### src/rtl/mem_arbiter.sv
// Two-port memory bus arbiter: data port has strict priority over instruction fetch.
// Each access is held on the bus for WAIT_CYCLES cycles, then acked for one cycle.
module mem_arbiter #(
  parameter int unsigned WAIT_CYCLES = 2
) (
  input  logic        clk,
  input  logic        rst,
  input  logic        if_req,
  input  logic [31:0] if_addr,
  output logic [31:0] if_rdata,
  output logic        if_ack,
  input  logic        d_req,
  input  logic        d_we,
  input  logic [3:0]  d_be,
  input  logic [31:0] d_addr,
  input  logic [31:0] d_wdata,
  output logic [31:0] d_rdata,
  output logic        d_ack,
  output logic        bus_en,
  output logic        bus_we,
  output logic [3:0]  bus_be,
  output logic [31:0] bus_addr,
  output logic [31:0] bus_wdata,
  input  logic [31:0] bus_rdata,
  output logic        grant_d
);

  typedef enum logic {IDLE, ACCESS} state_t;

  localparam logic [3:0] CNT_INIT = 4'(WAIT_CYCLES - 1);

  state_t     state, state_nx;
  logic [3:0] cnt;
  logic       d_elig, f_elig;
  logic       grant_now, grant_d_now, done;

  always_ff @(posedge clk or posedge rst) begin
    if (rst) state <= IDLE;
    else     state <= state_nx;
  end

  // A port whose ack is high this cycle is not eligible, so a held req is not re-granted.
  always_comb begin
    d_elig = d_req & ~d_ack;
    f_elig = if_req & ~if_ack;
  end

  always_comb begin
    state_nx = state;
    case (state)
      IDLE:    if (d_elig || f_elig) state_nx = ACCESS;
      ACCESS:  if (cnt == '0)        state_nx = IDLE;
      default: state_nx = IDLE;
    endcase
  end

  always_comb begin
    grant_now   = (state == IDLE) && (d_elig || f_elig);
    grant_d_now = d_elig;
    done        = (state == ACCESS) && (cnt == '0);
  end

  always_ff @(posedge clk or posedge rst) begin
    if (rst) begin
      cnt       <= '0;
      bus_en    <= 1'b0;
      bus_we    <= 1'b0;
      bus_be    <= '0;
      bus_addr  <= '0;
      bus_wdata <= '0;
      grant_d   <= 1'b0;
      if_ack    <= 1'b0;
      d_ack     <= 1'b0;
      if_rdata  <= '0;
      d_rdata   <= '0;
    end else begin
      if_ack <= 1'b0;
      d_ack  <= 1'b0;
      if (grant_now) begin
        bus_en  <= 1'b1;
        grant_d <= grant_d_now;
        cnt     <= CNT_INIT;
        if (grant_d_now) begin
          bus_we    <= d_we;
          bus_be    <= d_be;
          bus_addr  <= d_addr;
          bus_wdata <= d_wdata;
        end else begin
          bus_we    <= 1'b0;
          bus_be    <= '1;
          bus_addr  <= if_addr;
          bus_wdata <= '0;
        end
      end else if (state == ACCESS) begin
        if (!done) begin
          cnt <= cnt - 4'd1;
        end else begin
          bus_en <= 1'b0;
          bus_we <= 1'b0;
          // bus_we still holds the direction of the access being completed.
          if (grant_d) begin
            d_ack <= 1'b1;
            if (!bus_we) d_rdata <= bus_rdata;
          end else begin
            if_ack   <= 1'b1;
            if_rdata <= bus_rdata;
          end
        end
      end
    end
  end

endmodule

### config.mk
export PLATFORM = sky130hd
export DESIGN_NAME = mem_arbiter
export DESIGN_NICKNAME = d
export VERILOG_FILES = /design/src/rtl/mem_arbiter.sv
export SDC_FILE = /design/constraint.sdc
export NUM_CORES = 1
export LEC_CHECK = 0
export ABC_AREA = 1
export CAP_MARGIN = 20
export CORE_MARGIN = 2
export CORE_UTILIZATION = 41
export CTS_CLUSTER_SIZE = 20
export DETAILED_ROUTE_END_ITERATION = 12
export GPL_TIMING_DRIVEN = 1
export HOLD_SLACK_MARGIN = 0.05
export PLACE_DENSITY = 0.8
export REMOVE_ABC_BUFFERS = 1
export SYNTH_ARGS = -nofsm -noshare
export SYNTH_HDL_FRONTEND = slang
export SYNTH_SLANG_ARGS = --single-unit
### constraint.sdc
create_clock -name clk -period 6.35 [get_ports clk]
set_input_delay 1.27 -clock clk [delete_from_list [all_inputs] [get_ports clk]]
set_output_delay 1.27 -clock clk [all_outputs]
set_load 0.05 [all_outputs]
# --- After elaboration in Yosys (flattened, before gate mapping) ---
# Index checks and enable logic that the tools add are counted.
totals:
  regBits: 142
  output_inout_bits: 137
  word_cells: 54
classes:
  n_addsub: 1
  eq_ne: 1
  n_mux: 22
  bitwise: 8
  n_reduce_logical: 10
ops:
  columns: ["cell", "n"]
  rows:
  - ["$mux W32", 2]
  - ["$mux W4", 4]
  - ["$mux W1", 15]
  - ["$not A1 Y1", 6]
  - ["$reduce_and A5 Y1", 1]
  - ["$logic_not A4 Y1", 1]
  - ["$reduce_and A2 Y1", 2]
  - ["$reduce_and A4 Y1", 1]
  - ["$reduce_bool A2 Y1", 2]
  - ["$sub A4 B1 Y4 const B", 1]
  - ["$and A1 B1 Y1", 2]
  - ["$logic_and A1 B1 Y1", 2]
  - ["$ne A2 B2 Y1 const B", 1]
  - ["$pmux W1 S2", 1]
  - ["$logic_or A1 B1 Y1", 1]

# --- Longest topological paths before layout ---
# Gate-level depths: netlist (run 1).
depth:
  ltp_word: 6
  mapped_depth: 9
  ltp_nobuf: 7

# --- Worst setup path before layout (run 1) ---
# Ideal clock, no wire load.
synth_timing:
  path_kind: "input to register"
  start: "input port d_req"
  end: "register bus_addr[0]"
  arrival_time_ns: 1.913
  required_ns: 6.232
  setup_slack_ns: 4.320
  path_stages: 7
  path_cell_list: "nand2_2 nand2_1 nand2_2 inv_2 buf_2 nand2_1 nand2_1"
synth_via:
  elab_chain_len: 3
  word_cells_on_any_way: 4
  classes_between: "mux (1); bitwise (1); reduce/logical (2)"
synth_rtl:
  columns: ["item", "line", "text"]
  rows:
  - ["start, declared", "12", "input logic d_req,"]
  - ["$and A1 B1 Y1 *", "44", "d_elig = d_req & ~d_ack;"]
  - ["$logic_or A1 B1 Y1", "58", "grant_now = (state == IDLE) && (d_elig || f_elig);"]
  - ["$logic_and A1 B1 Y1", "58", null]
  - ["end signal, assigned", "86", "bus_addr <= d_addr;"]
  - ["end signal, assigned", "91", "bus_addr <= if_addr;"]
  - ["end, declared", "22", "output logic [31:0] bus_addr,"]
# Mark *: on every way between the ends. The rest lies on a longest branch, timed or not.
# A chain may end at the register's enable or synchronous reset.

# --- Final worst setup path (run 1) ---
layout_timing:
  start: "input port d_req"
  end: "register bus_addr[2]"
# The elaborated chain is that of the path after synthesis.

==> results of run 1 <==
[critical path: stages]
cell	delay, ns
clkdlybuf4s50_1	0.47
nand2_2	0.40
inv_1	0.91
nand2_1	0.12
nand2_1	0.10
nand2_1	0.05
nand2_1	0.09
[sequential cells by signal, summed over array words and instances (netlist names)]
register	cells
bus_addr	32
bus_wdata	32
d_rdata	32
if_rdata	32
bus_be	4
cnt	4
bus_en	1
bus_we	1
d_ack	1
grant_d	1
if_ack	1
state	1
[synth_stat cells, drive strengths merged]
cell type	n	area, um^2
nand2	371	1400
dfrtp	142	3550
o21ai	66	417
clkbuf	2	7.51
buf	30	184
nand3b	1	7.51
nor2	18	77.6
nand3	6	30.0
a31oi	1	6.26
ha	1	12.5
inv	47	176
nand4	1	6.26
[logic make-up (layout without fill, tap and decap cells)]
kind of cell / after synthesis / after routing / synth area share
adders and majority gates: 1 / 1 / 0.00213
AOI/OAI and AO/OA: 67 / 67 / 0.0719
buffers and inverters: 79 / 356 / 0.0626
and+or+nand+nor: 397 / 397 / 0.259
DFF: 142 / 142 / 0.605
[worst max path at each step]
stage	startpoint	to	slack, ns
6_report	d_req	bus_addr[2]$_DFFE_PP0P_	3.25
2_1_floorplan	rst	bus_addr[0]$_DFFE_PP0P_	1.27
3_5_place_dp	d_req	bus_addr[26]$_DFFE_PP0P_	2.82
3_3_place_gp	d_req	bus_addr[2]$_DFFE_PP0P_	2.87
4_1_cts	d_req	bus_addr[26]$_DFFE_PP0P_	3.24
5_1_grt	d_req	bus_addr[30]$_DFFE_PP0P_	3.01
[where the power goes]
| group | switching, mW | internal (mW) | leakage (nW) |
|---|---|---|---|
| clock network | 0.382 | 0.660 | 0.291 |
| registers | 0.235 | 1.33 | 1.75 |
| logic | 2.21 | 1.02 | 2.57 |
| total | 2.83 | 3.01 | 4.61 |
[final cells by class]
| type | count | share of cell area |
|---|---|---|
| Clock buffer | 19 | 0.0465 |
| Clock inverter | 12 | 0.0200 |
| Inverter | 47 | 0.0195 |
| Multi-Input combinational cell | 465 | 0.210 |
| Sequential cell | 142 | 0.382 |
| Tap cell | 180 | 0.0242 |
| Timing Repair Buffer | 278 | 0.298 |
[per-layer routing]
| metal | up-vias | share of wire | routed length [um] | track usage |
|---|---|---|---|---|
| li1 | 2625 | - | - | - |
| met1 | 2456 | 0.39 | 6560 | 0.256 |
| met2 | 218 | 0.46 | 7730 | 0.359 |
| met3 | 32 | 0.12 | 2080 | 0.104 |
| met4 | 0 | 0.023 | 377 | 0.0788 |
| met5 | - | 0 | 0 | 0 |
[metrics by stage]
stage | util | setup slack [ns] | std cells | cell area (um^2)
finish | 0.668 | 3.25 | 1143 | 9310
global route | 0.668 | 3.01 | 1143 | 9310
CTS | 0.668 | 3.24 | 1143 | 9310
detailed placement | 0.624 | 2.82 | 1112 | 8690
global placement | 0.624 | 2.87 | 1112 | 8690
floorplan | - | 1.27 | 654 | 5690
[layout by cell type (no fill, tap or decap), drive strengths merged]
| cell type | netlist | layout |
|---|---|---|
| a31oi | 1 | 1 |
| buf | 30 | 5 |
| bufinv | 0 | 4 |
| clkbuf | 2 | 19 |
| clkdlybuf4s50 | 0 | 273 |
| clkinv | 0 | 2 |
| clkinvlp | 0 | 3 |
| dfrtp | 142 | 142 |
| ha | 1 | 1 |
| inv | 47 | 50 |
| nand2 | 371 | 371 |
| nand3 | 6 | 6 |
| nand3b | 1 | 1 |
| nand4 | 1 | 1 |
| nor2 | 18 | 18 |
| o21ai | 66 | 66 |
==> results.yml, run 1 <==
critical_path:
  rr_startpoint: "d_ack$_DFF_PP0_"
  reg2reg_depth: 7
  regToRegEndpoint: "bus_addr[2]$_DFFE_PP0P_"
  worstPathRequired_ns: 6.69
  r2r_slack_ns: 4.12
  crit_arrival_ns: 3.44
  startpoint_type: "primary input"
  cp_max_fo: 35
  cp-end-kind: "flip-flop"
  critical_path_class: "primary input to flip-flop"
clock_tree:
  clkLatencyLatePin_ns: 0.41
  cts_hold_buf: 0
  cts.sinks: 142
  tritoncts: "yes"
  htreeDepth: 4
  postCtsSetupBuffers: 0
  ctsLongestPathBuffers: 2
  post_cts_resize_count: 0
  root_buffer: "clkbuf_16"
  path_clk_slew_ns: 0.06
  numCtsBuffers: 17
finish:
  final-seq-area_um2: 3550
  fin_nets: 1089
  area_growth_pct: 58.4
  n_fill_cell: 1119
  num_antenna_cells: 0
  drive_above_1_share: 0.0685
  multi_input_area_um2: 1960
power_and_ir_drop:
  p_total_mw: 5.84
  ir_worst_vdd_mv: 0.401
  p_leak_nw: 4.61
  power.density_nw_per_um2: 627
grt:
  grt_pass1_vias: 5159
  grt_pass1_wl_mm: 25.9
  grt_max_degree: 99
  antenna_found_initial: 0
  overflow: 0
  grt_use_total: 0.221
synthesis:
  yosysWarnings: 0
  postSynthCellCount: 686
  synth-seq-cells: 142
  synth_area_um2: 5880
  postSynthAreaPerCell_um2: 8.57
  synth.distinct_cells: 20
  synth-seq-area-share: 0.605
timing:
  slew_headroom: 0.347
  fin_worst_skew_ns: 0.00836
  post-route-period-util: 0.488
  whs_ns: 0.469
  finalSetupViolations: 0
  min_period_ns: 3.10
  fmax_mhz: 323
  worstMarginPinSlew_ns: 0.978
  grt_setup_unrepaired: "no"
  hold_viol: 0
  drv_slew: 0
  fin_tns_setup_ns: 0
job:
  drv_cap: 0
drt:
  wirelength_mm: 16.8
  drc: 0
  num_vias: 5331
  drt_iter0_drc: 239
  routed_via_density: 4.66
  wl_per_cell_um: 14.7
  firstDrtPassIters: 5
  drtAntennaViolNets: 0
place:
  place_hpwl_mm: 11.6
  gp_congestion: 0.809
  port_buffers: 273
floorplanning:
  die_h_um: 124
  ioPinCount: 274
  die_w_um: 124
  die_area_um2: 15300
  num_rows: 43
  core_um2: 13900
  initial_core_util: 0.422
hold_path:
  hold_depth: 2
  min_to: "bus_wdata[24]$_DFFE_PP0P_"
  min-delay-start: "bus_wdata[24]$_DFFE_PP0P_"
  min_path_type: "flip-flop to flip-flop"
status:
  status: "finished clean"
Note: power is estimated with default switching activity, not from simulation.
==> inputs of run 2 (changes only) <==
Settings changed: CORE_UTILIZATION 41 to 37, PLACE_DENSITY 0.8 to 0.76.
Clock period 6.35 ns to 2.5 ns, I/O delays scaled along.
==> run 2 against run 1 <==
  * Clock skew increased by 0.0019 ns
  * Critical path depth decreased by 6
  * Largest cell class unchanged
  * Routed wire length decreased by 3.2%
  * Largest power group unchanged
  * Worst hold slack about the same
  * Sequential share of layout area decreased by 0.64 points
  * Flip-flop and latch count unchanged
  * Via count decreased by 0.77%
  * Final cell count increased by 4.0%
  * Clock-buffer cell count unchanged
  * Die area increased by 10%
==> results.yml, run 2 (synthesized netlist as in run 1, its figures left out) <==
status:
  status: "finished clean"
grt:
  grt_max_degree: 65
  antenna_found_initial: 0
  grtUsageMet1: 0.235
  use_met2: 0.303
  busiest_layer: "met2"
  grt_pass1_wl_mm: 25.3
  grt_use_total: 0.193
  grt_pass1_vias: 5077
  overflow: 0
  grt_use_met3: 0.0918
timing:
  worstMarginPinSlew_ns: 0.586
  hold_viol: 0
  whs_ns: 0.469
  slew_headroom: 0.609
  fmax_mhz: 460
  drv_slew: 0
  grt_setup_unrepaired: "no"
  post-route-period-util: 0.869
  fin_worst_skew_ns: 0.0103
  min_period_ns: 2.17
  finalSetupViolations: 0
critical_path:
  path_delay_family: "buffers and inverters"
  r2r_slack_ns: 0.65
  worstPathRequired_ns: 2.00
  critical_path_class: "flip-flop to output pin"
  cp-end-kind: "output pin"
  path_buf_inv: 1
  cp_slowest_stage_delay_ns: 0.87
  startpoint_type: "flip-flop"
  crit_chain: "clkdlybuf4s50_1"
  cp_max_fo: 3
  crit_arrival_ns: 1.67
  slowest_stage: "clkdlybuf4s50_1"
hold_path:
  min_path_type: "primary input to async pin"
clock_tree:
  numCtsBuffers: 17
  clkLatencyLatePin_ns: 0.41
  tritoncts: "yes"
  path_clk_slew_ns: 0.06
  ctsLongestPathBuffers: 2
  cts.sinks: 142
  root_buffer: "clkbuf_16"
  htreeDepth: 4
  postCtsSetupBuffers: 0
  cts_hold_buf: 0
  post_cts_resize_count: 0
finish:
  multi_input_area_um2: 1960
  num_antenna_cells: 0
  final_cell_mix: "nand2_1 (367), clkdlybuf4s50_1 (273), dfrtp_1 (142)"
  area_growth_pct: 61.1
  drive_above_1_share: 0.0802
  fin_nets: 1098
  layout_commonest_cell: "nand2_1"
  final-seq-area_um2: 3550
  design_area_um2: 9470
  n_fill_cell: 1347
floorplanning:
  core_um2: 15700
  num_rows: 46
  initial_core_util: 0.374
  ioPinCount: 274
  die_area_um2: 16900
  die_h_um: 130
  die_w_um: 130
drt:
  drtAntennaViolNets: 0
  firstDrtPassIters: 4
  routed_via_density: 4.45
  drc: 0
  drt_iter0_drc: 205
  num_vias: 5290
  wl_per_cell_um: 13.6
  wirelength_mm: 16.2
power_and_ir_drop:
  ir_worst_vdd_mv: 1.07
  p_leak_nw: 4.69
  power.density_nw_per_um2: 1560
place:
  place_hpwl_mm: 11.5
  place_area_um2: 8860
  port_buffers: 273
  gp_congestion: 0.745
job:
  drv_cap: 0
## run 2: cell types whose count changed in the layout (fill, tap and decap cells not counted)
cell / previous run / this run
bufinv_16: 4 / 2
clkbuf_1: 2 / 0
clkinv_2: 0 / 2
inv_8: 0 / 1
buf_4: 5 / 9
buf_12: 0 / 5
clkbuf_8: 0 / 2
clkinvlp_4: 3 / 1
inv_6: 4 / 5
clkinv_4: 2 / 3
## run 2: layout make-up
type | instances | area share
Inverter | 47 | 0.0192
Clock inverter | 13 | 0.0159
Multi-Input combinational cell | 465 | 0.207
Tap cell | 216 | 0.0285
Sequential cell | 142 | 0.375
Timing Repair Buffer | 287 | 0.306
Clock buffer | 19 | 0.0478
## run 2: per-stage QoR
stage | std cells | utilization | setup slack [ns] | power [mW] | setup TNS [ns]
floorplan | 654 | - | -1.81 | 9.27 | -258.53
global placement | 1157 | 0.564 | 0.495 | 12.2 | 0
detailed placement | 1157 | 0.564 | 0.461 | 12.3 | 0
CTS | 1189 | 0.603 | 0.309 | 14.9 | 0
global route | 1189 | 0.603 | 0.247 | 15.6 | 0
finish | 1189 | 0.603 | 0.328 | 14.8 | 0
## run 2: report_power, final
group	internal (mW)	switching, mW	leakage (nW)
Combinational	2.66	5.59	2.64
Clock	1.54	1.03	0.297
Sequential	3.38	0.596	1.75
Total	7.59	7.21	4.69
## run 2: routing by layer
metal  share of wire  vias up
met4           0.013        0
li1                -     2648
met1            0.42     2420
met5               0        -
met2            0.45      204
met3            0.12       18
## run 2: final timing paths
| kind | start | endpoint | depth (start not counted) |
|---|---|---|---|
| min | rst | bus_be[2]$_DFFE_PP0P_ | 2 |
| min in group clk | bus_wdata[23]$_DFFE_PP0P_ | bus_wdata[23]$_DFFE_PP0P_ | 2 |
| min reg2reg | bus_wdata[23]$_DFFE_PP0P_ | bus_wdata[23]$_DFFE_PP0P_ | 2 |
| max in group asynchronous | rst | bus_addr[2]$_DFFE_PP0P_ | 3 |
| max reg2reg | cnt[0]$_DFFE_PP0P_ | if_rdata[31]$_DFFE_PP0P_ | 8 |
| max | bus_we$_DFFE_PP0P_ | bus_we | 1 |
==> inputs of run 3 (changes only) <==
Settings changed: CAP_MARGIN 20 to not set.
==> results of run 3 <==
No change in the layout: final DEF, timing and power equal those of run 2.
